## config.mk

```make
export PLATFORM = sky130hd
export DESIGN_NAME = cc_job_seq
export DESIGN_NICKNAME = d
export VERILOG_FILES = /design/src/rtl/cc_pkg.sv /design/src/rtl/cc_opnd_bank.sv /design/src/rtl/cc_job_seq.sv
export SDC_FILE = /design/constraint.sdc
export NUM_CORES = 1
export LEC_CHECK = 0
export ABC_AREA = 0
export BUFFER_PORTS_ARGS = -buffer_cell sky130_fd_sc_hd__buf_2
export CAP_MARGIN = 15
export CELL_PAD_IN_SITES_DETAIL_PLACEMENT = 1
export CELL_PAD_IN_SITES_GLOBAL_PLACEMENT = 1
export CORE_ASPECT_RATIO = 1.4
export CORE_UTILIZATION = 35
export DETAILED_ROUTE_END_ITERATION = 6
export PLACE_DENSITY_LB_ADDON = 0.1
export SLEW_MARGIN = 40
export SYNTH_ARGS = -nofsm -noshare
export SYNTH_HDL_FRONTEND = slang
export SYNTH_HIERARCHICAL = 1
export SYNTH_SLANG_ARGS = --single-unit
```

## constraint.sdc

```tcl
create_clock -name clk -period 2.25 [get_ports clk]
set_clock_uncertainty 0.2 [all_clocks]
set_input_delay 0.1125 -clock clk [delete_from_list [all_inputs] [get_ports clk]]
set_output_delay 0.1125 -clock clk [all_outputs]
set_load 0.1 [all_outputs]
```

## src/rtl/cc_pkg.sv

```systemverilog
// Shared definitions for the compute-core job sequencer.
//   state_t  : sequencer FSM states
//   OPND_W   : operand nibble width
//   RES_W    : core result width
//   NUM_OPND : operands per job
//   EQU_BIT / OPT_MSB : field positions inside the 4-bit mode beat
package cc_pkg;

  localparam int OPND_W   = 4;
  localparam int RES_W    = 9;
  localparam int NUM_OPND = 6;
  localparam int IDX_W    = 3;
  localparam int EQU_BIT  = 3;
  localparam int OPT_MSB  = 2;

  typedef enum logic [1:0] {
    IDLE,
    LOAD,
    SETTLE,
    HOLD
  } state_t;

endpackage

```

## src/rtl/cc_opnd_bank.sv

```systemverilog
// Operand register bank: NUM_OPND registers of OPND_W bits.
//   clk, rst : clock, synchronous active-high reset (clears all entries)
//   we       : write enable
//   widx     : entry to write
//   wdata    : value written
//   rdata    : all entries, read out in parallel (entry 0 in the low slice)
module cc_opnd_bank
  import cc_pkg::*;
(
  input  logic                             clk,
  input  logic                             rst,
  input  logic                             we,
  input  logic [IDX_W-1:0]                 widx,
  input  logic [OPND_W-1:0]                wdata,
  output logic [NUM_OPND-1:0][OPND_W-1:0]  rdata
);

  for (genvar gi = 0; gi < NUM_OPND; gi++) begin : g_entry
    logic [OPND_W-1:0] q;

    always_ff @(posedge clk) begin
      if (rst) begin
        q <= '0;
      end else if (we && (widx == IDX_W'(gi))) begin
        q <= wdata;
      end
    end

    assign rdata[gi] = q;
  end

endmodule

```

## src/rtl/cc_job_seq.sv

```systemverilog
// Sequential front-end for the combinational six-operand compute core.
// A job is one mode beat followed by six operand beats on a valid/ready
// input. Operands and mode are held on the core bus, the core output is
// captured SETTLE_CYC cycles after the last operand beat and offered on a
// valid/ready output. job_cnt counts completed output handshakes.
//   clk, rst            : clock, synchronous active-high reset
//   in_valid/in_ready   : input beat handshake (in_ready is registered)
//   in_data             : operand nibble (ignored on the mode beat)
//   in_mode             : {equ, opt[2:0]}, sampled on the mode beat only
//   core_n0..core_n5    : registered operand bus to the core
//   core_opt, core_equ  : registered mode to the core
//   core_out            : core result (combinational from core_*)
//   out_valid/out_ready : result handshake
//   out_data            : captured result
//   busy                : high whenever the FSM is not in IDLE
//   job_cnt             : completed jobs, wraps modulo 2^CNT_W
module cc_job_seq
  import cc_pkg::*;
#(
  parameter int SETTLE_CYC = 2,
  parameter int CNT_W      = 8
) (
  input  logic                clk,
  input  logic                rst,
  input  logic                in_valid,
  output logic                in_ready,
  input  logic [OPND_W-1:0]   in_data,
  input  logic [3:0]          in_mode,
  output logic [OPND_W-1:0]   core_n0,
  output logic [OPND_W-1:0]   core_n1,
  output logic [OPND_W-1:0]   core_n2,
  output logic [OPND_W-1:0]   core_n3,
  output logic [OPND_W-1:0]   core_n4,
  output logic [OPND_W-1:0]   core_n5,
  output logic [OPT_MSB:0]    core_opt,
  output logic                core_equ,
  input  logic [RES_W-1:0]    core_out,
  output logic                out_valid,
  input  logic                out_ready,
  output logic [RES_W-1:0]    out_data,
  output logic                busy,
  output logic [CNT_W-1:0]    job_cnt
);

  localparam logic [3:0]       SETTLE_LAST = 4'(SETTLE_CYC - 1);
  localparam logic [IDX_W-1:0] LAST_IDX    = IDX_W'(NUM_OPND - 1);

  state_t                          state;
  logic [IDX_W-1:0]                idx;
  logic [3:0]                      settle_cnt;
  logic                            xfer;
  logic                            bank_we;
  logic [NUM_OPND-1:0][OPND_W-1:0] bank_q;

  assign xfer    = in_valid && in_ready;
  // Only operand beats reach the bank; the mode beat is taken in IDLE.
  assign bank_we = xfer && (state == LOAD);

  cc_opnd_bank u_bank (
    .clk   (clk),
    .rst   (rst),
    .we    (bank_we),
    .widx  (idx),
    .wdata (in_data),
    .rdata (bank_q)
  );

  assign core_n0 = bank_q[0];
  assign core_n1 = bank_q[1];
  assign core_n2 = bank_q[2];
  assign core_n3 = bank_q[3];
  assign core_n4 = bank_q[4];
  assign core_n5 = bank_q[5];

  always_ff @(posedge clk) begin
    if (rst) begin
      state      <= IDLE;
      in_ready   <= 1'b1;
      busy       <= 1'b0;
      out_valid  <= 1'b0;
      out_data   <= '0;
      core_opt   <= '0;
      core_equ   <= 1'b0;
      job_cnt    <= '0;
      idx        <= '0;
      settle_cnt <= '0;
    end else begin
      case (state)
        IDLE: begin
          if (xfer) begin
            core_equ <= in_mode[EQU_BIT];
            core_opt <= in_mode[OPT_MSB:0];
            idx      <= '0;
            busy     <= 1'b1;
            state    <= LOAD;
          end
        end
        LOAD: begin
          if (xfer) begin
            if (idx == LAST_IDX) begin
              idx        <= '0;
              settle_cnt <= '0;
              in_ready   <= 1'b0;
              state      <= SETTLE;
            end else begin
              idx <= idx + IDX_W'(1);
            end
          end
        end
        SETTLE: begin
          // Core bus has been stable since the last operand beat; after
          // SETTLE_CYC edges the combinational result is safe to sample.
          if (settle_cnt == SETTLE_LAST) begin
            out_data  <= core_out;
            out_valid <= 1'b1;
            state     <= HOLD;
          end else begin
            settle_cnt <= settle_cnt + 4'd1;
          end
        end
        HOLD: begin
          if (out_valid && out_ready) begin
            out_valid <= 1'b0;
            job_cnt   <= job_cnt + CNT_W'(1);
            in_ready  <= 1'b1;
            busy      <= 1'b0;
            state     <= IDLE;
          end
        end
        default: begin
          state    <= IDLE;
          in_ready <= 1'b1;
          busy     <= 1'b0;
        end
      endcase
    end
  end

endmodule

```

==> key figures <==
Critical path
  – Max FO, Critical Path: 7
  – CP Capture Type: flip-flop
  – Worst setup path class: reg2reg
  – Reg2reg start: state[1]
  – Crit path DAT: ~2 ns
  – CP startpoint: state[1]
  – Critical Path Start Type: flip-flop
  – Req. time, crit path: 2.26 ns

Detailed routing
  – Vias per inst: a little under 5
  – Post-route DRC: 1
  – ANT nets after route: 0
  – First-pass iteration count of the detailed router: 6
  – Final wirelength: around 6300 um
  – Vias: 2180
  – Avg WL per Cell: between 10 and 15 um
  – DR iter-0 viols: 26

Power
  – PD cells: 958.2 mW/mm^2
  – Leak: ~0.0015 uW
  – Flop pwr share: 35.5%
  – Peak VDD IR: 0.4191 mV
  – Switch share: 34.28%
  – Internal power component: 2100 uW
  – Logic pwr share: 27.7%
  – NetSw: 1096 uW
  – Clock power share: 36.8%

GRT
  – Number of global-route vias before repair: about 2200
  – Overflow after GRT: 0
  – Initial antenna violation count: 0
  – Largest net degree at the start of global routing: 30
  – Total track usage: between 15 and 20%
  – First-pass GRT wire length: 10130 um

Synthesis
  – Mux cell area share after synthesis: 12.04%
  – Top-area cell type share of the netlist area: 45.76%
  – Netlist Area Pre-Place: 0.002494 sq mm
  – Sequential element share of the synthesized area: between 40% and 50%
  – Synth Flop Type: dfxtp_1
  – Synth Register Bits: 57
  – Syn nets: 292
  – Xor/xnor share of the synthesized area: 1.756%
  – Main combinational cell family by area after synthesis: simple AND/OR/NAND/NOR gates
  – Synth Area in Simple Gates: 23.03%
  – Syn_area_per_cell: 9.482 sq um
  – Warnings, synthesis: 6
  – Netlist cell types: 40
  – EDFF count, synth: 0
  – Gate count of the mapped netlist: 263
  – Cell taking the most area after synthesis: dfxtp_1
  – Most numerous cell in the Yosys netlist: dfxtp_1
  – Commonest cells in the netlist: dfxtp_1, nand2b_1, mux2i_1
  – Asr flop ratio synth: 0%
  – Compound-Gate Fraction of Synth Area: around 10%
  – Dominant cells by area after synthesis: dfxtp_1, mux2i_1, nand2b_1
  – Post-synthesis adder-cell area fraction: 4.014%

Layout
  – Fill count: 852
  – Layout area overhead: 33.77%
  – Footprint of the multi-input gates: 0.001267 sq mm
  – Layout cells sized above 1: 27.48%
  – FF+latch area: roughly 0.0011 sq mm
  – Inserted Diodes: 0
  – NumNets Final: ~380

Timing
  – Tcrit/Tclk final: about nine tenths
  – Fmax: 502.0 MHz
  – Final WS setup: 0.2581 ns
  – Final slew viol count: 0
  – Tightest Pin Transition: 0.5824 ns
  – Sum Neg Setup Slack: 0 ns
  – RSZ-0062 raised after global routing: false
  – Crit path time final: 1.992 ns
  – Final setup fails: 0
  – Fin. Hold Viols: 0
  – Slew headroom: approximately 61%

Placement
  – Dpl ws: 0.2746 ns
  – Port-buffer cells: 68
  – DPL Wire Length: 4300 um
  – GPL Wtd Cong: 0.7209

Clock tree
  – H-tree depth: 3
  – CTS tree: yes
  – Worst-Skew Late Latency: 0.34 ns
  – CTS Root Cell: clkbuf_8
  – Clock-pin slew on the worst setup and hold paths: 0.07 ns
  – CTS sink cnt: 57
  – Post-CTS sizing: 0
  – Max Buffers Root-to-Sink: 2
  – Cts bufs inserted: 9

Floorplanning
  – Core box area: 0.006937 sq mm
  – Die width: 73.34 um
  – # rows: 36
  – DIE AREA: 0.007471 sq mm
  – Num ports: 69
  – Initial Utilization: 35.95%
  – Die Span Y: 101.9 um

Min path
  – Hold_sp: in_data[0]
  – Hold Crit Class: in2reg

Status
  – Failing checks: DRC
  – Status: finished, violations left

Flow run
  – Max Cap Violations: 0
## placed cells by master, fill, tap and decap left out, types with 3 or more instances in the layout
cell and count:
mux2i_1 30, clkinv_2 3, o21ai_0 4, dlygate4sd3_1 16, nand2b_1 31, buf_4 5, a21oi_1 19, xnor2_1 3
a22oi_1 3, nor3_1 3, nand4_1 5, dfxtp_1 56, or3_1 3, nand2_1 27, clkbuf_8 10, ha_1 8
inv_1 7, buf_2 68, bufinv_16 3, nand4b_1 4, nor2_1 15
## final cells by class
type / count / area share, %
inverter: 7 / 0.7877
clock buffer: 10 / 4.126
clock inverter: 6 / 3.151
sequential: 57 / 34.25
timing repair buffer: 89 / 16.13
tap: 95 / 3.563
multi-input combinational: 184 / 38.00
## metal layers
metal / share of wire, % / GRT usage, %
met2: 52 / 32.55
met4: 2.1 / 9.320
met3: 4.2 / 3.452
met1: 41 / 19.17
met5: 0 / 0
## worst max-delay path: stages (launching register included)
cell and delay [ns]:
dfxtp_1 0.33, inv_1 0.12, ha_1 0.17, and3_1 0.27, or4b_1 0.61, mux2i_1 0.17
## power by group through the flow
stage / Combinational (uW) / Clock, uW / Sequential [uW]
finish: 886 / 1180 / 1130
global route: 953 / 1260 / 1150
CTS: 896 / 1220 / 1130
detailed placement: 868 / 0 / 1160
global placement: 859 / 0 / 1150
floorplan: 376 / 0 / 1450
## state kept, by name, indices dropped and copies added, names as in the netlist
signal,cells
out_valid,1
state,2
u_bank/g_entry.q,24
settle_cnt,4
in_ready,1
idx,3
out_data,9
job_cnt,8
core_opt,3
core_equ,1
busy,1
## through the flow
stage          cells  power (uW)  hold WS (ns)  util, %  area (sq um)
2_1_floorplan    263        1827       0.04855        -          2495
3_3_place_gp     416        2014        0.1434    42.28          2933
3_5_place_dp     416        2025        0.1543    42.28          2933
4_1_cts          448        3246       0.02295    48.09          3336
5_1_grt          448        3354       0.05308    48.09          3336
6_report         448        3196       0.02016    48.09          3336
## path summary, 6_finish.rpt
kind,endpoint,slack [ns],cells after the start
setup / recovery,u_bank/g_entry[0].q[1],0.26,5
hold / removal,u_bank/g_entry[0].q[0],0.02,3
setup reg to reg,u_bank/g_entry[0].q[1],0.26,5
hold reg to reg,out_data[0],0.25,2
## cells by family (layout without fill, tap and decap cells)
| kind of cell | count (synthesis) | in the layout |
|---|---|---|
| AND/OR/NAND/NOR | 102 | 102 |
| multiplexers | 30 | 30 |
| buffers and inverters | 22 | 112 |
| adder cells (fa/ha/maj) | 8 | 8 |
| flip-flops | 57 | 57 |
| XOR/XNOR | 5 | 5 |
| AO/OA/AOI/OAI | 39 | 39 |
## timing repair
item	CTS	global route
endpoints found under the hold margin	20	0
hold buffers	16	0
buffers inserted	0	0
No activity file was read; power rests on OpenSTA's default activity.
